===== src/rtl/bicubic_scheduler_if.sv =====
// Job, ImgROM, interpolator and ResultSRAM signals of the bicubic scheduler.
// master = scheduler side, slave = surrounding job source / memories / datapath.
interface bicubic_scheduler_if #(parameter int AW = 7);
  logic              START;
  logic [AW-1:0]     V0;
  logic [AW-1:0]     H0;
  logic [4:0]        SW;
  logic [4:0]        SH;
  logic [5:0]        TW;
  logic [5:0]        TH;
  logic              ROM_CEN;
  logic [2*AW-1:0]   ROM_A;
  logic [7:0]        ROM_Q;
  logic              PIX_VLD;
  logic [3:0]        PIX_IDX;
  logic [7:0]        PIX_DATA;
  logic [1:0]        MODE;
  logic [5:0]        FRAC_X;
  logic [5:0]        FRAC_Y;
  logic              ITP_START;
  logic              ITP_DONE;
  logic [7:0]        ITP_Q;
  logic              SRAM_CEN;
  logic              SRAM_WEN;
  logic [2*AW-1:0]   SRAM_A;
  logic [7:0]        SRAM_D;
  logic              BUSY;
  logic              DONE;

  modport master (
    input  START, V0, H0, SW, SH, TW, TH, ROM_Q, ITP_DONE, ITP_Q,
    output ROM_CEN, ROM_A, PIX_VLD, PIX_IDX, PIX_DATA, MODE, FRAC_X, FRAC_Y,
           ITP_START, SRAM_CEN, SRAM_WEN, SRAM_A, SRAM_D, BUSY, DONE
  );

  modport slave (
    output START, V0, H0, SW, SH, TW, TH, ROM_Q, ITP_DONE, ITP_Q,
    input  ROM_CEN, ROM_A, PIX_VLD, PIX_IDX, PIX_DATA, MODE, FRAC_X, FRAC_Y,
           ITP_START, SRAM_CEN, SRAM_WEN, SRAM_A, SRAM_D, BUSY, DONE
  );
endinterface


===== src/rtl/bicubic_scheduler.sv =====
// Bicubic job sequencer: walks target pixels, tracks source position with
// add/subtract accumulators, fetches 1/4/16 neighbours, hands them to the
// interpolator and writes each result to ResultSRAM.
module bicubic_scheduler #(parameter int AW = 7) (
  input logic                 CLK,
  input logic                 RST_N,
  bicubic_scheduler_if.master bus
);
  typedef enum logic [2:0] {IDLE, STEP, FETCH, DRAIN, CALC, WRITE, ADV} state_t;

  state_t          state, state_nxt;
  logic [AW-1:0]   v0, h0, ix, iy, r0, c0, row, col;
  logic [4:0]      sw, sh;
  logic [5:0]      tw, th, jx, jy, dx, dy;
  logic [6:0]      rx, ry;
  logic [1:0]      mode;
  logic [5:0]      frac_x, frac_y;
  logic [3:0]      k, k_last, pix_idx;
  logic            pix_vld, itp_start, done_r;
  logic [7:0]      result;
  logic [2*AW-1:0] sram_a;
  logic            x_ok, y_ok, last_k, last_pix, job_go;
  logic            rom_cen, sram_en;

  assign dx       = tw - 6'd1;
  assign dy       = th - 6'd1;
  // A zero denominator means that axis never advances; treat it as normalised.
  assign x_ok     = (dx == 6'd0) || (rx < {1'b0, dx});
  assign y_ok     = (dy == 6'd0) || (ry < {1'b0, dy});
  assign last_k   = (k == k_last);
  assign last_pix = (jx == dx) && (jy == dy);
  // The DONE cycle is already IDLE; a START there belongs to the old job.
  assign job_go   = bus.START && !done_r;

  // Neighbour count and fetch address for the current k.
  always_comb begin
    row    = r0;
    col    = c0;
    k_last = 4'd3;
    case (mode)
      2'b00: k_last = 4'd0;
      2'b01: row = r0 + AW'(k) - AW'(1);
      2'b10: col = c0 + AW'(k) - AW'(1);
      default: begin
        k_last = 4'd15;
        row    = r0 + AW'(k[3:2]) - AW'(1);
        col    = c0 + AW'(k[1:0]) - AW'(1);
      end
    endcase
  end

  // State register.
  always_ff @(posedge CLK) begin
    if (!RST_N) state <= IDLE;
    else        state <= state_nxt;
  end

  // Next state and memory strobes.
  always_comb begin
    state_nxt = state;
    rom_cen   = 1'b1;
    sram_en   = 1'b0;
    case (state)
      IDLE:  if (job_go) state_nxt = STEP;
      STEP:  if (x_ok && y_ok) state_nxt = FETCH;
      FETCH: begin
        rom_cen = 1'b0;
        if (last_k) state_nxt = DRAIN;
      end
      DRAIN: state_nxt = (mode == 2'b00) ? WRITE : CALC;
      CALC:  if (bus.ITP_DONE) state_nxt = WRITE;
      WRITE: begin
        sram_en   = 1'b1;
        state_nxt = ADV;
      end
      ADV:   state_nxt = last_pix ? IDLE : STEP;
      default: state_nxt = IDLE;
    endcase
  end

  // Job registers, position accumulators, fetch counter and result capture.
  always_ff @(posedge CLK) begin
    if (!RST_N) begin
      v0 <= '0; h0 <= '0; sw <= '0; sh <= '0; tw <= '0; th <= '0;
      jx <= '0; jy <= '0; ix <= '0; iy <= '0; rx <= '0; ry <= '0;
      r0 <= '0; c0 <= '0; mode <= '0; frac_x <= '0; frac_y <= '0;
      k <= '0; pix_idx <= '0; pix_vld <= 1'b0; itp_start <= 1'b0;
      done_r <= 1'b0; result <= '0; sram_a <= '0;
    end else begin
      pix_vld   <= 1'b0;
      itp_start <= 1'b0;
      done_r    <= 1'b0;
      case (state)
        IDLE: if (job_go) begin
          v0 <= bus.V0; h0 <= bus.H0; sw <= bus.SW; sh <= bus.SH;
          tw <= bus.TW; th <= bus.TH;
          jx <= '0; jy <= '0; ix <= '0; iy <= '0; rx <= '0; ry <= '0;
          sram_a <= '0;
        end
        STEP: begin
          if (!x_ok) begin
            rx <= rx - {1'b0, dx};
            ix <= ix + AW'(1);
          end
          if (!y_ok) begin
            ry <= ry - {1'b0, dy};
            iy <= iy + AW'(1);
          end
          if (x_ok && y_ok) begin
            mode   <= {rx != 7'd0, ry != 7'd0};
            frac_x <= rx[5:0];
            frac_y <= ry[5:0];
            r0     <= v0 + iy;
            c0     <= h0 + ix;
            k      <= '0;
          end
        end
        FETCH: begin
          k       <= k + 4'd1;
          pix_vld <= 1'b1;
          pix_idx <= k;
        end
        DRAIN: begin
          if (mode == 2'b00) result <= bus.ROM_Q;
          else               itp_start <= 1'b1;
        end
        CALC: if (bus.ITP_DONE) result <= bus.ITP_Q;
        WRITE: sram_a <= sram_a + 1'b1;
        ADV: begin
          if (jx < dx) begin
            jx <= jx + 6'd1;
            rx <= rx + {2'b00, sw} - 7'd1;
          end else begin
            jx <= '0;
            ix <= '0;
            rx <= '0;
            jy <= jy + 6'd1;
            ry <= ry + {2'b00, sh} - 7'd1;
          end
          if (last_pix) done_r <= 1'b1;
        end
        default: ;
      endcase
    end
  end

  assign bus.ROM_CEN   = rom_cen;
  assign bus.ROM_A     = rom_cen ? '0 : {row, col};
  assign bus.PIX_VLD   = pix_vld;
  assign bus.PIX_IDX   = pix_idx;
  assign bus.PIX_DATA  = pix_vld ? bus.ROM_Q : '0;
  assign bus.MODE      = mode;
  assign bus.FRAC_X    = frac_x;
  assign bus.FRAC_Y    = frac_y;
  assign bus.ITP_START = itp_start;
  assign bus.SRAM_CEN  = !sram_en;
  assign bus.SRAM_WEN  = !sram_en;
  assign bus.SRAM_A    = sram_en ? sram_a : '0;
  assign bus.SRAM_D    = sram_en ? result : '0;
  assign bus.BUSY      = (state != IDLE);
  assign bus.DONE      = done_r;
endmodule


===== src/flat_wrapper.sv =====
// flat-port wrapper written by rule: the top's interface ports become plain ports
module bicubic_scheduler_flat 
#(parameter int AW = 7)
  (CLK, RST_N, bus_START, bus_V0, bus_H0, bus_SW, bus_SH, bus_TW, bus_TH, bus_ROM_Q, bus_ITP_DONE, bus_ITP_Q, bus_ROM_CEN, bus_ROM_A, bus_PIX_VLD, bus_PIX_IDX, bus_PIX_DATA, bus_MODE, bus_FRAC_X, bus_FRAC_Y, bus_ITP_START, bus_SRAM_CEN, bus_SRAM_WEN, bus_SRAM_A, bus_SRAM_D, bus_BUSY, bus_DONE);
  bicubic_scheduler_if #(.AW(AW)) bus_i ();
  input logic CLK;
  input logic RST_N;
  input wire logic [$bits(bus_i.START)-1:0] bus_START;
  input wire logic [$bits(bus_i.V0)-1:0] bus_V0;
  input wire logic [$bits(bus_i.H0)-1:0] bus_H0;
  input wire logic [$bits(bus_i.SW)-1:0] bus_SW;
  input wire logic [$bits(bus_i.SH)-1:0] bus_SH;
  input wire logic [$bits(bus_i.TW)-1:0] bus_TW;
  input wire logic [$bits(bus_i.TH)-1:0] bus_TH;
  input wire logic [$bits(bus_i.ROM_Q)-1:0] bus_ROM_Q;
  input wire logic [$bits(bus_i.ITP_DONE)-1:0] bus_ITP_DONE;
  input wire logic [$bits(bus_i.ITP_Q)-1:0] bus_ITP_Q;
  output wire logic [$bits(bus_i.ROM_CEN)-1:0] bus_ROM_CEN;
  output wire logic [$bits(bus_i.ROM_A)-1:0] bus_ROM_A;
  output wire logic [$bits(bus_i.PIX_VLD)-1:0] bus_PIX_VLD;
  output wire logic [$bits(bus_i.PIX_IDX)-1:0] bus_PIX_IDX;
  output wire logic [$bits(bus_i.PIX_DATA)-1:0] bus_PIX_DATA;
  output wire logic [$bits(bus_i.MODE)-1:0] bus_MODE;
  output wire logic [$bits(bus_i.FRAC_X)-1:0] bus_FRAC_X;
  output wire logic [$bits(bus_i.FRAC_Y)-1:0] bus_FRAC_Y;
  output wire logic [$bits(bus_i.ITP_START)-1:0] bus_ITP_START;
  output wire logic [$bits(bus_i.SRAM_CEN)-1:0] bus_SRAM_CEN;
  output wire logic [$bits(bus_i.SRAM_WEN)-1:0] bus_SRAM_WEN;
  output wire logic [$bits(bus_i.SRAM_A)-1:0] bus_SRAM_A;
  output wire logic [$bits(bus_i.SRAM_D)-1:0] bus_SRAM_D;
  output wire logic [$bits(bus_i.BUSY)-1:0] bus_BUSY;
  output wire logic [$bits(bus_i.DONE)-1:0] bus_DONE;
  assign bus_i.START = bus_START;
  assign bus_i.V0 = bus_V0;
  assign bus_i.H0 = bus_H0;
  assign bus_i.SW = bus_SW;
  assign bus_i.SH = bus_SH;
  assign bus_i.TW = bus_TW;
  assign bus_i.TH = bus_TH;
  assign bus_i.ROM_Q = bus_ROM_Q;
  assign bus_i.ITP_DONE = bus_ITP_DONE;
  assign bus_i.ITP_Q = bus_ITP_Q;
  assign bus_ROM_CEN = bus_i.ROM_CEN;
  assign bus_ROM_A = bus_i.ROM_A;
  assign bus_PIX_VLD = bus_i.PIX_VLD;
  assign bus_PIX_IDX = bus_i.PIX_IDX;
  assign bus_PIX_DATA = bus_i.PIX_DATA;
  assign bus_MODE = bus_i.MODE;
  assign bus_FRAC_X = bus_i.FRAC_X;
  assign bus_FRAC_Y = bus_i.FRAC_Y;
  assign bus_ITP_START = bus_i.ITP_START;
  assign bus_SRAM_CEN = bus_i.SRAM_CEN;
  assign bus_SRAM_WEN = bus_i.SRAM_WEN;
  assign bus_SRAM_A = bus_i.SRAM_A;
  assign bus_SRAM_D = bus_i.SRAM_D;
  assign bus_BUSY = bus_i.BUSY;
  assign bus_DONE = bus_i.DONE;
  bicubic_scheduler #(.AW(AW)) u_core (.CLK(CLK), .RST_N(RST_N), .bus(bus_i));
endmodule

===== config.mk =====
export PLATFORM = sky130hd
export DESIGN_NAME = bicubic_scheduler_flat
export DESIGN_NICKNAME = d
export VERILOG_FILES = /design/src/rtl/bicubic_scheduler_if.sv /design/src/rtl/bicubic_scheduler.sv /design/src/flat_wrapper.sv
export SDC_FILE = /design/constraint.sdc
export NUM_CORES = 1
export LEC_CHECK = 0
export BUFFER_PORTS_ARGS = -buffer_cell sky130_fd_sc_hd__buf_2
export CAP_MARGIN = 20
export CORE_ASPECT_RATIO = 0.75
export CORE_MARGIN = 2
export CORE_UTILIZATION = 51
export DETAILED_ROUTE_END_ITERATION = 12
export PLACE_DENSITY = 0.75
export SKIP_CTS_REPAIR_TIMING = 1
export SYNTH_ARGS = -nofsm -noshare
export SYNTH_HDL_FRONTEND = slang
export SYNTH_SLANG_ARGS = --single-unit

===== constraint.sdc =====
create_clock -name CLK -period 3.1 [get_ports CLK]
set_input_delay 0.155 -clock CLK [delete_from_list [all_inputs] [get_ports CLK]]
set_output_delay 0.155 -clock CLK [all_outputs]
set_load 0.02 [all_outputs]

---- Yosys cells after proc, flatten, opt, wreduce, memory -nomap -nowiden ----
Cells that the tools add are included.
operators by class
  add/sub/neg operators ................... 24
  order comparisons ....................... 3
  eq/ne operators ......................... 19
  muxes and demuxes ....................... 43
  reductions and logical operators ........ 37
operator list
  kind                                              count
  case mux 7 bit (3 select lines)                   3
  2-to-1 mux 7 bit                                  8
  2-to-1 mux 14 bit                                 3
  case mux 7 bit (2 select lines)                   3
  subtractor 7 x 1 -> 7 bit, second input constant  6
  2-to-1 mux 8 bit                                  4
  case mux 14 bit (2 select lines)                  1
  case mux 6 bit (2 select lines)                   2
  case mux 3 bit (7 select lines)                   1
  2-to-1 mux 6 bit                                  3
  case mux 4 bit (2 select lines)                   2
  case mux 8 bit (2 select lines)                   1
  adder 14 x 1 -> 14 bit, second input constant     1
  adder 7 x 1 -> 7 bit, second input constant       2
  adder 7 x 2 -> 7 bit                              2
  adder 7 x 4 -> 7 bit                              2
  adder 7 x 5 -> 7 bit                              2
  adder 7 bit                                       2
  less-than comparator 7 x 6 -> 1 bit               2
  AND reduction 2 bit                               7
  nonzero test 7 bit                                2
  subtractor 7 x 6 -> 7 bit                         2
  adder 6 x 1 -> 6 bit, second input constant       2
  == test 6 bit                                     2
  25 further kinds                                  61
storage, ports and cells
  register bits after elaboration ......... 140
  output and inout port bits .............. 69
  logic and storage cells ................. 151

---- Logic depth before layout (Yosys ltp) ----
  depth in word-level cells ............... 6
  gate-level depth with buffers ........... 14
  mapped depth without buffers ............ 12

---- Least setup slack after synthesis ----
Ideal clock, no wire load.
  kind .................................... reg-to-reg
  start ................................... register u_core.th[0]
  end ..................................... register u_core.c0[2]
  library setup time ...................... 0.133 ns
  arrival time ............................ 2.920 ns
  required time ........................... 2.967 ns
  path slack .............................. 0.047 ns
  stages on the path, launching flop included .. 15
  path buffers ............................ 2
  clock period less this slack ............ 3.053 ns
  cell sequence ........................... dfxtp_1 -> inv_1 -> ha_1 -> xnor2_1 -> ha_1 -> a21oi_1 -> nand2_1 -> maj3_1 -> o21a_1 -> o31ai_4 -> nand3_2 -> buf_4 -> buf_2 -> nand3_1 -> o41ai_2
between the ends
  longest elaborated chain between the ends .. 5
  elaborated cells on any way between the ends .. 6
  classes of those cells .................. add/sub: 1; order compare: 1; reduce/logical: 4
ends and longest elaborated chain
  element                                                                          RTL line                  RTL
  start, declared                                                                  bicubic_scheduler.sv:14   logic [5:0] tw, th, jx, jy, dx, dy;
  start signal, assigned                                                           bicubic_scheduler.sv:96   tw <= bus.TW; th <= bus.TH;
  subtractor 6 x 1 -> 6 bit (*)                                                    bicubic_scheduler.sv:26   assign dy = th - 6'd1;
  less-than comparator 7 x 6 -> 1 bit / logical NOT 6 bit (equally long branches)  bicubic_scheduler.sv:29   assign y_ok = (dy == 6'd0) || (ry < {1'b0, dy});
  logical OR 1 bit (*)                                                             bicubic_scheduler.sv:29
  logical AND 1 bit (*)                                                            bicubic_scheduler.sv:109  if (x_ok && y_ok) begin
  AND reduction 2 bit (no source line) (*)                                         n/a
  end signal, assigned                                                             bicubic_scheduler.sv:114  c0 <= h0 + ix;
  end, declared                                                                    bicubic_scheduler.sv:12   logic [AW-1:0] v0, h0, ix, iy, r0, c0, row, col;
Mark *: on every way between the ends. The rest lies on a longest branch, timed or not.
A chain may end at the register's enable or synchronous reset.

---- Final worst setup path ----
  start ................................... register u_core.th[0]
  end ..................................... register u_core.iy[6]
between the ends
  longest elaborated chain between the ends .. 5
  elaborated cells on any way between the ends .. 6
  classes of those cells .................. add/sub: 1; order compare: 1; eq/ne: 1; reduce/logical: 3
ends and longest elaborated chain
  element                                                                          RTL line                  RTL
  subtractor 6 x 1 -> 6 bit (*)                                                    bicubic_scheduler.sv:26
  less-than comparator 7 x 6 -> 1 bit / logical NOT 6 bit (equally long branches)  bicubic_scheduler.sv:29
  logical OR 1 bit (*)                                                             bicubic_scheduler.sv:29
  inequality test 2 bit (no source line) (*)                                       n/a
  AND reduction 3 bit (no source line) (*)                                         n/a
  end signal, assigned                                                             bicubic_scheduler.sv:107  iy <= iy + AW'(1);
  end, declared                                                                    bicubic_scheduler.sv:12
Marked as above.

==> results_dict.tcl <==
set metrics [dict create \
    grt_pass1_vias 7878 \
    maxCapViolations 0 \
    coreArea_um2 17600 \
    fin_area_um2 11230 \
    die_h_um 120.1 \
    layout_common_cells "132 x nand2_1, 132 x dfxtp_1, 121 x buf_2, 94 x inv_1, 87 x a21oi_1" \
    path_class "register to register" \
    slew_headroom_pct 43.50 \
    wirelength_mm 24.36 \
    clk_pin_slew_ns 0.06 \
    numCtsBuffers 17 \
    worst_pin_slew_ns 0.8466 \
    cts_tree "built" \
    ys_seq_elements 140 \
    initial_core_util_pct 52.06 \
    synthesis.nets 1295 \
    port_buffers 124 \
    avgSynthCellArea_um2 7.970 \
    num_antenna_cells 0 \
    ys_async_sr_fraction_pct 0 \
    yosysWarnings 0 \
    syn_area_um2 9165 \
    p_leak_nw 4.941 \
    synth_ff_type "dfxtp_1" \
    pwr_density_cell_nw_per_um2 741.2 \
    antenna_found_initial 0 \
    vias 8607 \
    min-delay-path-class "primary input to register" \
    synth_area_leaders "dfxtp_1 31%, ha_1 11%, nand2_1 5.4%" \
    yosysSeqAreaShare_pct 30.58 \
    path_max_fanout 6 \
    violations "negative hold slack" \
    cp.arrival_ns 3.37 \
    end_kind "register" \
    rsz0062_at_grt "yes" \
    post-route-period-util_pct 97.76 \
    ant_nets 0 \
    fmax_mhz 330.0 \
    io_pins 125 \
    htreeDepth 4 \
    grtUsageTotal_pct 24.76 \
    hpwl_mm 17.01 \
    grt_pass1_wl_mm 38.79 \
    worstPathRequired_ns 3.44 \
    fill_cells 1502 \
    die_area_um2 19070 \
    area.growth.synth_to_final_pct 22.53 \
    nets 1440 \
    start_kind "register" \
    grt_max_degree 50 \
    drt_iter0_drc 659 \
    routedWlPerCell_um 15.73 \
    clockRootBuffer "clkbuf_16" \
    setup_viol 0 \
    place_area_um2 10110 \
    rows 42 \
    hold_violations 10 \
    clk_latency_ns 0.43 \
    clkSinkCount 140 \
    fin_hold_ws_ns -0.03132 \
    syn_inst 1150 \
    clock_skew_ns 0.01005 \
    yosys.cell_types.count 77 \
    synth_edf_count 0 \
    viasPerCell 5.556 \
    drive_gt1_share_pct 20.58 \
    drt_first_pass_iters 5 \
    grt-ovfl-total 0 \
    finalCriticalPeriod_ns 3.031 \
    yosysTopAreaCellShare_pct 30.58 \
    clockBufferDepth 2 \
    gp_congestion 0.8662 \
    slew_viol_final 0 \
    die_x_um 158.8 \
    synth_top_area_cell "dfxtp_1" \
    status "finished with violations" \
    ir_drop_mv 0.3678 \
    drc_errors 0 \
]
[cells in the mapped netlist, types with 3 or more instances]
library cell	instances
nor2_1	78
and2_1	13
ha_1	79
buf_4	3
buf_2	5
nand3_1	55
mux2i_1	16
a211oi_1	17
nor3_1	12
o22ai_1	6
nor3b_1	6
buf_1	8
nor2b_1	11
a22oi_1	5
o21ai_0	57
nand2b_1	5
and3_1	34
clkbuf_1	42
or4_1	4
or2_2	8
or3_1	15
fa_1	10
a31oi_1	8
inv_1	100
nand2_1	132
a21oi_1	94
a21o_1	21
xnor2_1	46
nand4_1	8
o211ai_1	6
o21a_1	4
a22o_1	3
nand3b_1	4
o31ai_1	19
dfxtp_1	140
xor2_1	21
o211a_1	3
[per-layer routing]
| layer | track usage (%) | wire (um) | share of wire (%) | vias up |
|---|---|---|---|---|
| li1 | - | - | - | 4282 |
| met1 | 34.11 | 11570 | 48 | 4015 |
| met2 | 40.50 | 10890 | 45 | 286 |
| met3 | 4.666 | 1643 | 6.7 | 24 |
| met4 | 5.505 | 256 | 1.1 | 0 |
| met5 | 0 | 0 | 0 | - |
[critical path, cell delays in order, from the launching register on]
cell and delay (ns):
dfxtp_1 0.31, buf_4 0.15, or4_1 0.56, or3_1 0.35, and2_2 0.28, a22oi_4 0.24
o31a_4 0.19, buf_4 0.13, nand4_1 0.16, or3_1 0.38, a21oi_1 0.18
[where the power goes]
| part | leakage (nW) | total (W) | switching [W] | internal (W) |
|---|---|---|---|---|
| logic | 3.51 | 0.00397 | 0.00229 | 0.00168 |
| registers | 1.14 | 0.00223 | 0.000226 | 0.00201 |
| clock network | 0.288 | 0.00212 | 0.000800 | 0.00132 |
| total | 4.94 | 0.00832 | 0.00331 | 0.00501 |
[state kept, by name, indices dropped and copies added (netlist names), 2 cells and up]
signal and flops:
u_core.bus.FRAC_X 6, u_core.bus.FRAC_Y 6, u_core.bus.MODE 2, u_core.bus.PIX_IDX 4, u_core.c0 7, u_core.h0 7, u_core.ix 7, u_core.iy 7
u_core.jx 6, u_core.jy 6, u_core.k 4, u_core.r0 7, u_core.result 8, u_core.rx 7, u_core.ry 7, u_core.sh 5
u_core.sram_a 14, u_core.state 3, u_core.sw 5, u_core.th 6, u_core.tw 6, u_core.v0 7
[final timing paths]
kind,slack (ns),from,endpoint,cells past startpoint
worst min-delay path,-0.03,bus_TW[5],u_core.tw[5]$_SDFFE_PN0P_,3
worst max register to register,0.07,u_core.th[0]$_SDFFE_PN0P_,u_core.iy[6]$_SDFFE_PN0P_,10
worst min register to register,0.45,u_core.bus.PIX_IDX[0]$_SDFFE_PN0P_,u_core.bus.PIX_IDX[0]$_SDFFE_PN0P_,2
worst max-delay path,0.07,u_core.th[0]$_SDFFE_PN0P_,u_core.iy[6]$_SDFFE_PN0P_,10
[layout make-up]
class	instances	area, um^2	share of cell area (%)
sequential	140	2825	25.16
timing repair buffer	186	1210	10.77
tap	242	302.8	2.696
clock inverter	10	138.9	1.237
clock buffer	21	470.5	4.189
multi-input combinational	849	5902	52.56
inverter	101	380.4	3.387
[logic make-up after synthesis]
logic type,Yosys count,synth area share [%]
buf+inv,161,6.949
simple gates,393,20.63
xor+xnor,68,6.649
compound gates,280,20.14
flops,140,30.58
fa+ha+maj,92,13.31
mux,16,1.747
[per-stage QoR]
stage,util [%],setup TNS [ns],cells,total power (W),setup slack (ns)
6_report,63.79,0,1549,0.008323,0.06948
5_1_grt,63.79,-0.08551,1549,0.008835,-0.04678
4_1_cts,60.89,-0.5959,1519,0.007999,-0.2280
3_5_place_dp,57.43,0,1488,0.005846,0.03926
3_3_place_gp,57.43,0,1488,0.005746,0.1419
2_1_floorplan,-,0,1150,0.004891,0.04713
No activity file was read; power rests on OpenSTA's default activity.
